[config.mk]
export PLATFORM = sky130hd
export DESIGN_NAME = output_bank_ctrl
export DESIGN_NICKNAME = d
export VERILOG_FILES = /design/src/rtl/output_pkg.sv /design/src/rtl/output_bank_tracker.sv /design/src/rtl/output_bank_ctrl.sv
export SDC_FILE = /design/constraint.sdc
export NUM_CORES = 1
export LEC_CHECK = 0
export CAP_MARGIN = 20
export CORE_UTILIZATION = 57
export DETAILED_ROUTE_END_ITERATION = 8
export GPL_TIMING_DRIVEN = 1
export PLACE_DENSITY = 0.91
export SKIP_CTS_REPAIR_TIMING = 1
export SYNTH_ARGS = -nofsm -noshare
export SYNTH_HDL_FRONTEND = slang
export SYNTH_SLANG_ARGS = --single-unit
[constraint.sdc]
create_clock -name i_clk -period 2.85 [get_ports i_clk]
set_input_delay 0.855 -clock i_clk [delete_from_list [all_inputs] [get_ports i_clk]]
set_output_delay 0.855 -clock i_clk [all_outputs]
set_load 0.005 [all_outputs]
[src/rtl/output_pkg.sv]
// output_pkg: FSM state encoding, controller defaults and packer bank base addresses
package output_pkg;
  typedef enum logic [2:0] {
    S_IDLE,
    S_WAIT_BANK,
    S_ARM,
    S_STREAM,
    S_FLUSH,
    S_DONE,
    S_ABORT
  } state_t;
  localparam int BYTES_PER_FRAME_DEF = 1024;
  localparam int FLUSH_CYCLES_DEF = 2;
  localparam logic [15:0] BANK0_BASE = 16'h0000;
  localparam logic [15:0] BANK1_BASE = 16'h8000;
  function automatic logic [15:0] bank_base(input logic b);
    return b ? BANK1_BASE : BANK0_BASE;
  endfunction
endpackage

[src/rtl/output_bank_tracker.sv]
// output_bank_tracker: bank_full flags (i_release frees, i_set marks i_set_bank full), preferred-bank pointer, o_sel_bank/o_any_free free-bank choice
module output_bank_tracker
  import output_pkg::*;
(
  input  logic       i_clk,
  input  logic       i_rst,
  input  logic [1:0] i_release,
  input  logic       i_set,
  input  logic       i_set_bank,
  output logic [1:0] o_full,
  output logic       o_any_free,
  output logic       o_sel_bank
);
  logic [1:0] r_full;
  logic       r_pref;
  always_ff @(posedge i_clk or posedge i_rst) begin
    if (i_rst) begin
      r_full <= 2'b00;
      r_pref <= 1'b0;
    end else begin
      r_full <= (r_full & ~i_release) | (i_set ? (i_set_bank ? 2'b10 : 2'b01) : 2'b00);
      if (i_set) r_pref <= ~i_set_bank;
    end
  end
  assign o_full     = r_full;
  assign o_any_free = ~&r_full;
  assign o_sel_bank = r_full[r_pref] ? ~r_pref : r_pref;
endmodule

[src/rtl/output_bank_ctrl.sv]
// output_bank_ctrl: frame handshake (i_frame_req/o_frame_ack), byte streaming to packer (o_store_start/o_store_bank/o_result_ready), double-bank commit (o_bank_full/o_frame_done/o_frame_bank), sticky o_err_gap
module output_bank_ctrl
  import output_pkg::*;
#(
  parameter int BYTES_PER_FRAME = BYTES_PER_FRAME_DEF,
  parameter int FLUSH_CYCLES    = FLUSH_CYCLES_DEF
) (
  input  logic       i_clk,
  input  logic       i_rst,
  input  logic       i_frame_req,
  output logic       o_frame_ack,
  input  logic       i_result_valid,
  output logic       o_result_ready,
  output logic       o_store_start,
  output logic       o_store_bank,
  output logic [1:0] o_bank_full,
  input  logic [1:0] i_bank_release,
  output logic       o_frame_done,
  output logic       o_frame_bank,
  output logic       o_err_gap
);
  localparam int CW = $clog2(BYTES_PER_FRAME);
  localparam int FW = $clog2(FLUSH_CYCLES + 1);
  localparam logic [CW-1:0] LAST_BYTE = CW'(BYTES_PER_FRAME - 1);
  localparam logic [FW-1:0] LAST_FLUSH = FW'(FLUSH_CYCLES - 1);
  state_t        r_state, w_next;
  logic [CW-1:0] r_byte_cnt;
  logic [FW-1:0] r_flush_cnt;
  logic          r_store_start, r_ack, r_done, r_store_bank, r_frame_bank, r_err_gap;
  logic          w_any_free, w_sel_bank;
  output_bank_tracker u_tracker (
    .i_clk      (i_clk),
    .i_rst      (i_rst),
    .i_release  (i_bank_release),
    .i_set      (r_done),
    .i_set_bank (r_store_bank),
    .o_full     (o_bank_full),
    .o_any_free (w_any_free),
    .o_sel_bank (w_sel_bank)
  );
  always_comb begin
    w_next = r_state;
    case (r_state)
      S_IDLE:      w_next = i_frame_req ? (w_any_free ? S_ARM : S_WAIT_BANK) : S_IDLE;
      S_WAIT_BANK: w_next = w_any_free ? S_ARM : S_WAIT_BANK;
      S_ARM:       w_next = S_STREAM;
      S_STREAM:    w_next = !i_result_valid ? S_ABORT : (r_byte_cnt == LAST_BYTE ? S_FLUSH : S_STREAM);
      S_FLUSH:     w_next = r_flush_cnt == LAST_FLUSH ? S_DONE : S_FLUSH;
      default:     w_next = S_IDLE;
    endcase
  end
  always_ff @(posedge i_clk or posedge i_rst) begin
    if (i_rst) begin
      r_state       <= S_IDLE;
      r_byte_cnt    <= '0;
      r_flush_cnt   <= '0;
      r_store_start <= 1'b0;
      r_ack         <= 1'b0;
      r_done        <= 1'b0;
      r_store_bank  <= 1'b0;
      r_frame_bank  <= 1'b0;
      r_err_gap     <= 1'b0;
    end else begin
      r_state       <= w_next;
      r_store_start <= w_next == S_STREAM;
      r_ack         <= w_next == S_ARM;
      r_done        <= w_next == S_DONE;
      if (w_next == S_ARM) r_store_bank <= w_sel_bank;
      if (w_next == S_DONE) r_frame_bank <= r_store_bank;
      r_byte_cnt    <= r_state == S_ARM ? '0 : (r_state == S_STREAM && i_result_valid) ? r_byte_cnt + 1'b1 : r_byte_cnt;
      r_flush_cnt   <= r_state == S_FLUSH ? r_flush_cnt + 1'b1 : '0;
      if (r_state == S_STREAM && !i_result_valid) r_err_gap <= 1'b1;
    end
  end
  assign o_frame_ack    = r_ack;
  assign o_result_ready = r_store_start;
  assign o_store_start  = r_store_start;
  assign o_store_bank   = r_store_bank;
  assign o_frame_done   = r_done;
  assign o_frame_bank   = r_frame_bank;
  assign o_err_gap      = r_err_gap;
endmodule
==> impl_results.md, run 1 <==
- Arrival @ worst endpoint: 2.50 ns
- Register area share after synthesis: 53.27%
- Row count: 15
- CP endpoint: r_byte_cnt[8]
- Placed Cells: 144
- Syn nets: 116
- Die area: 2159 um2
- CP startpoint kind: primary input
- Status: complete, no violations
- Clock Tree Root: clkbuf_4
- Clk slew on worst S/H paths: 0.13 ns
- Worst Max-Slew Pin Slew: 0.4652 ns
- Setup Total Neg Slack: 0 ns
- Synth warn: 0
- F_max: 445.7 MHz
- Crit Path Max Fanout: 9
- CTS Buf Count: 3
- Clock Sink Count: 24
- Tot Pwr: 0.9864 mW
- GRT Total Usage: 25.37%
- HPWL after DPL: 1805 um
- Antenna Nets Post-Route: 0
- Worst slack, placed: 0.3050 ns
- Number of global-route vias before repair: 813
- R2R cell count: 4
- EDFF count, synth: 0
- Critical-path top delay cell: clkdlybuf4s50_1
- Hold path depth: 1
- GP Congestion: 0.8812
- DR WL/cell: 16.42 um
- Mapped Area: 1127 um2
- Pin count of the biggest net entering global routing: 25
- CP bufs+invs: 1
- Footprint of the multi-input gates: 474.2 um2
- Fin. Hold Viols: 0
- Antenna Diode Count: 0
- WP data required: 3.11 ns
- Via count: 911
- Layout cell share with drive strength beyond 1: 9.756%
- Layout Cells excl Fill: 148
- I/O Buffers: 14
- Peak VDD IR: 0.4992 mV
- RSZ-0062 raised after global routing: false
- Top Family by Delay on Critical Path: simple AND/OR/NAND/NOR gates
- Startpoint of the worst register-to-register path: r_state[0]
- Period minus WS final: 2.244 ns
- Ports: 15
- Pleak: 0.5968 nW
- Tcrit/Tclk final: 78.72%
- CP peak stage delay: 0.54 ns
- Average size of a mapped cell: 10.44 um2
- Pins Over Slew Limit: 0
- CTS tree: yes
- CP startpoint: i_result_valid
- Async SR Flop Fraction: 100.0%
- Core Box Area: 1783 um2
- Chip height: 46.47 um
- Worst Skew: 0.001233 ns
- Hold Crit Class: reg -> reg
- Final wirelength: 2430 um
- Nature of the critical path endpoint: register
- Htree depth: 1
- Via/cell ratio: 6.155
- Max_cap viols: 0
- Pre-antenna DRT Iters: 4
- Worst Setup Path Type: in -> reg
- Grt total ovfl: 0
- FF-to-FF setup slack: 1.08 ns
- First-pass GRT wire length: 3795 um
- Antenna violations before repair: 0
- CTS max path bufs: 2
- Worst r2r dst: r_byte_cnt[8]
- DIE WIDTH: 46.47 um
- WP depth: 5
- Critical Path, Cell by Cell: clkdlybuf4s50_1, and4b_1, nand3_4, or3_1, a21oi_1
- Remaining DRCs: 0
- Synth Register Bits: 24
- Hold WS: 0.4434 ns
- Clock Latency Late Sink: 0.32 ns
- Slew HR: 68.66%
- Setup ws final: 0.6064 ns
- Final setup violation count: 0
- Number of fill cells: 124
- Post-synth top flop: dfrtp_1
- Area growth syn-to-layout: 16.76%
- Drt initial violations: 31
- Syn Inst Count: 108
- Pwr Density: 749.4 nW/um2
- Initial Util: 63.23%
- Netlist cell types: 36
- Post-layout nets: 132
- Storage element area: 600.6 um2
## cells in the final DEF, fill, tap and decap left out, drive strengths merged, types with 3 or more instances in the layout
cell type	instances
nand2	8
nand3b	3
a21oi	4
dfrtp	24
inv	7
nor3	3
o21ai	8
clkdlybuf4s50	14
nor2	11
xor2	3
and4	3
clkbuf	4
nand4	4
## layout make-up
type / count / area share [%]
clock buffers: 4 / 2.757
inverters: 7 / 1.996
multi-input cells: 73 / 36.03
flip-flops and latches: 24 / 45.63
well taps: 25 / 2.376
repair buffers: 15 / 11.22
## cell families (layout without fill, tap and decap cells)
logic type      after synthesis  in the layout  synth area share (%)
simple gates                 41             41                 20.53
compound gates               24             24                 14.10
flops                        24             24                 53.27
buf+inv                      11             26                 4.661
xor+xnor                      3              3                 2.331
mux                           3              3                 2.886
fa+ha+maj                     2              2                 2.219
## per-stage QoR
stage | utilization [%] | instance area, um2
after floorplan | - | 1127
after global placement | 71.79 | 1280
after detailed placement | 71.79 | 1280
after CTS | 73.82 | 1316
after global routing | 73.82 | 1316
final | 73.82 | 1316
## where the power goes
group | leakage [nW] | total [mW] | switching (mW) | internal [mW]
clock network | 0.0210 | 0.183 | 0.105 | 0.0783
registers | 0.319 | 0.492 | 0.0870 | 0.406
logic | 0.257 | 0.311 | 0.161 | 0.150
## per-layer routing
layer  track usage [%]  share of wire, %  routed length (um)
met5                 0                 0                   0
met2             44.44                52                1266
met1             32.16                41                1002
met3             2.353               4.7                 114
met4             8.824               1.9                  46
## sequential cells by signal, indices dropped and copies added (netlist names)
register          cells
r_byte_cnt           10
r_state               3
r_flush_cnt           2
u_tracker.o_full      2
o_err_gap             1
o_frame_ack           1
o_frame_bank          1
o_frame_done          1
o_result_ready        1
o_store_bank          1
u_tracker.r_pref      1
## cells in the mapped netlist, drive strengths merged (2+ instances only)
cell    instances  area share, %
nand2           8            2.7
nor3            3            1.3
nand4           4            2.2
inv             7            2.3
and4            3            2.3
mux2            2            2.0
a211o           2            1.7
nand2b          2            1.1
xor2            3            2.3
o21ai           8            3.6
o31ai           2            1.3
buf             3            2.0
nor2           11            3.7
a21oi           4            1.8
o21bai          2            1.3
dfrtp          24             53
nand3           2            2.0
nand3b          3            2.0
ha              2            2.2
## worst min path at each step
stage                                end      startpoint
after floorplan           r_flush_cnt[0]  r_flush_cnt[0]
after global placement    r_flush_cnt[0]  r_flush_cnt[0]
after detailed placement  r_flush_cnt[0]  r_flush_cnt[0]
after CTS                 r_flush_cnt[0]  r_flush_cnt[0]
after global routing      r_flush_cnt[0]  r_flush_cnt[0]
final                     r_flush_cnt[0]  r_flush_cnt[0]
(Power assumes the default switching activity.)
==> run 2: changes to the inputs <==
--- a/config.mk
+++ b/config.mk
@@ -6,10 +6,10 @@
 export NUM_CORES = 1
 export LEC_CHECK = 0
 export CAP_MARGIN = 20
-export CORE_UTILIZATION = 57
+export CORE_UTILIZATION = 53
 export DETAILED_ROUTE_END_ITERATION = 8
 export GPL_TIMING_DRIVEN = 1
-export PLACE_DENSITY = 0.91
+export PLACE_DENSITY = 0.86
 export SKIP_CTS_REPAIR_TIMING = 1
 export SYNTH_ARGS = -nofsm -noshare
 export SYNTH_HDL_FRONTEND = slang
==> constraint.sdc (replaced) <==
create_clock -name i_clk -period 2.1 [get_ports i_clk]
set_input_delay 0.63 -clock i_clk [delete_from_list [all_inputs] [get_ports i_clk]]
set_output_delay 0.63 -clock i_clk [all_outputs]
set_load 0.005 [all_outputs]
==> run 2 against run 1 <==
Worst hold slack worse by 0.0072 ns. Critical endpoint is now o_store_bank. First-iteration DRC count is 3.2% lower. Setup slack worse by 0.40 ns. Sequential share of layout area is 0.85 points lower. Non-clock buffer count is 3 higher. Global-route usage is 2.6 points lower. Core utilization is 6.1 points lower. Sequential power is 35% higher. Register-to-register slack worse by 0.55 ns.
==> impl_results.md, run 2 (synthesis gave the netlist of run 1 again) <==
- Switching share of power: 33.98%
- WP data required: 1.47 ns
- Post-layout nets: 135
- Critical Path, Cell by Cell: clkdlybuf4s50_1
- Layout cell share with drive strength beyond 1: 11.90%
- Fin. Hold Viols: 0
- Internal Power: 0.8908 mW
- Pleak: 0.6115 nW
- Via/cell ratio: 5.732
- Worst Setup Path Type: reg -> out
- I/O Buffers: 14
- Remaining DRCs: 0
- Initial Util: 56.88%
- Row count: 16
- Antenna Diode Count: 0
- Slew HR: 71.08%
- DIE WIDTH: 48.12 um
- Final wirelength: 2202 um
- Tcrit/Tclk final: 89.95%
- Largest register FFs: 10
- Biggest register: r_byte_cnt
- Final setup violation count: 0
- Area growth syn-to-layout: 18.98%
- Net Sw Power: 0.4585 mW
- Pwr Density: 1006 nW/um2
- Final core occ: 67.68%
- Pin count of the biggest net entering global routing: 25
- Clock Tree Root: clkbuf_4
- Clock Sink Count: 24
- Largest regs: r_byte_cnt: 10 flops, r_state: 3 flops
- CTS max path bufs: 2
- Crit Path Max Fanout: 5
- Chip height: 48.12 um
- Ports: 15
- Number of global-route vias before repair: 806
- CP peak stage delay: 0.53 ns
- GRT Total Usage: 22.75%
- Peak VDD IR: 0.6958 mV
- Period minus WS final: 1.889 ns
- CP bufs+invs: 1
- GP Congestion: 0.8493
- Clock power frac: 17.5%
- Clock Latency Late Sink: 0.31 ns
- Core Box Area: 1982 um2
- Max_cap viols: 0
- Footprint of the multi-input gates: 474.2 um2
- Placed Cells: 149
- Sequential share of power: 49.1%
- Storage element area: 600.6 um2
- Worst Max-Slew Pin Slew: 0.4337 ns
- CP startpoint kind: register
- Hold WS: 0.4362 ns
- Layout Cells excl Fill: 153
- Drt initial violations: 30
- Worst Skew: 0.002640 ns
- Via count: 877
- Arrival @ worst endpoint: 1.26 ns
- Clk slew on worst S/H paths: 0.12 ns
- First-pass GRT wire length: 3512 um
- Antenna Nets Post-Route: 0
- HPWL after DPL: 1576 um
- Most frequent cells in the layout: 24 x dfrtp_1, 14 x clkdlybuf4s50_1, 11 x nor2_1
- Most common cell after layout, fill and taps aside: dfrtp_1
- Critical-path top delay cell: clkdlybuf4s50_1
- Grt total ovfl: 0
- DR WL/cell: 14.39 um
- Logic pwr share: 33.4%
- Top Family by Delay on Critical Path: buffers and inverters
- F_max: 529.4 MHz
- Die area: 2316 um2
- Htree depth: 1
- Pre-antenna DRT Iters: 4
- RSZ-0062 raised after global routing: false
- Status: complete, no violations
- CTS tree: yes
- Antenna violations before repair: 0
- Number of fill cells: 146
- CTS Buf Count: 3
- Pins Over Slew Limit: 0
- Nature of the critical path endpoint: output port
- Hold Crit Class: reg -> reg
## run 2: cell count changes in the layout (fill, tap and decap cells not counted), sizes merged
cell,before,now
buf,1,4
## run 2: power groups by stage
stage | sequential [mW] | clock [mW] | combinational, mW
floorplan | 0.627 | 0 | 0.309
global placement | 0.660 | 0 | 0.430
detailed placement | 0.666 | 0 | 0.446
CTS | 0.657 | 0.244 | 0.451
global route | 0.678 | 0.258 | 0.504
finish | 0.663 | 0.236 | 0.451
## run 2: final cells by class
class	count	area share, %
inverters	7	1.959
well taps	27	2.519
clock buffers	4	2.705
flip-flops and latches	24	44.78
repair buffers	18	12.69
multi-input cells	73	35.35
## run 2: metal layers
layer	track usage (%)	vias to the layer above	share of wire (%)	routed length (um)
li1	-	420	-	-
met1	31.08	416	44	979
met2	36.22	35	48	1067
met3	4.444	6	5.6	124
met4	8.333	0	1.4	31
met5	0	-	0	0
## run 2: per-stage QoR
step	area, um2	TNS [ns]	worst slack [ns]	total power, mW
after detailed placement	1305	-0.01946	-0.01193	1.112
after CTS	1341	0	0.1970	1.352
after floorplan	1127	0	0.5280	0.9354
after global placement	1305	0	0.03500	1.090
after global routing	1341	0	0.1557	1.439
final	1341	0	0.2111	1.349
## run 2: worst paths after layout
check / start / endpoint / slack, ns / cells after the start
hold reg to reg: r_flush_cnt[0] / r_flush_cnt[0] / 0.44 / 1
setup / recovery: o_store_bank / o_store_bank / 0.21 / 1
min in group asynchronous: i_rst / o_frame_ack / 0.65 / 3
hold / removal: r_flush_cnt[0] / r_flush_cnt[0] / 0.44 / 1
setup reg to reg: r_state[0] / r_byte_cnt[8] / 0.53 / 4
max in group asynchronous: i_rst / o_err_gap / 1.23 / 3
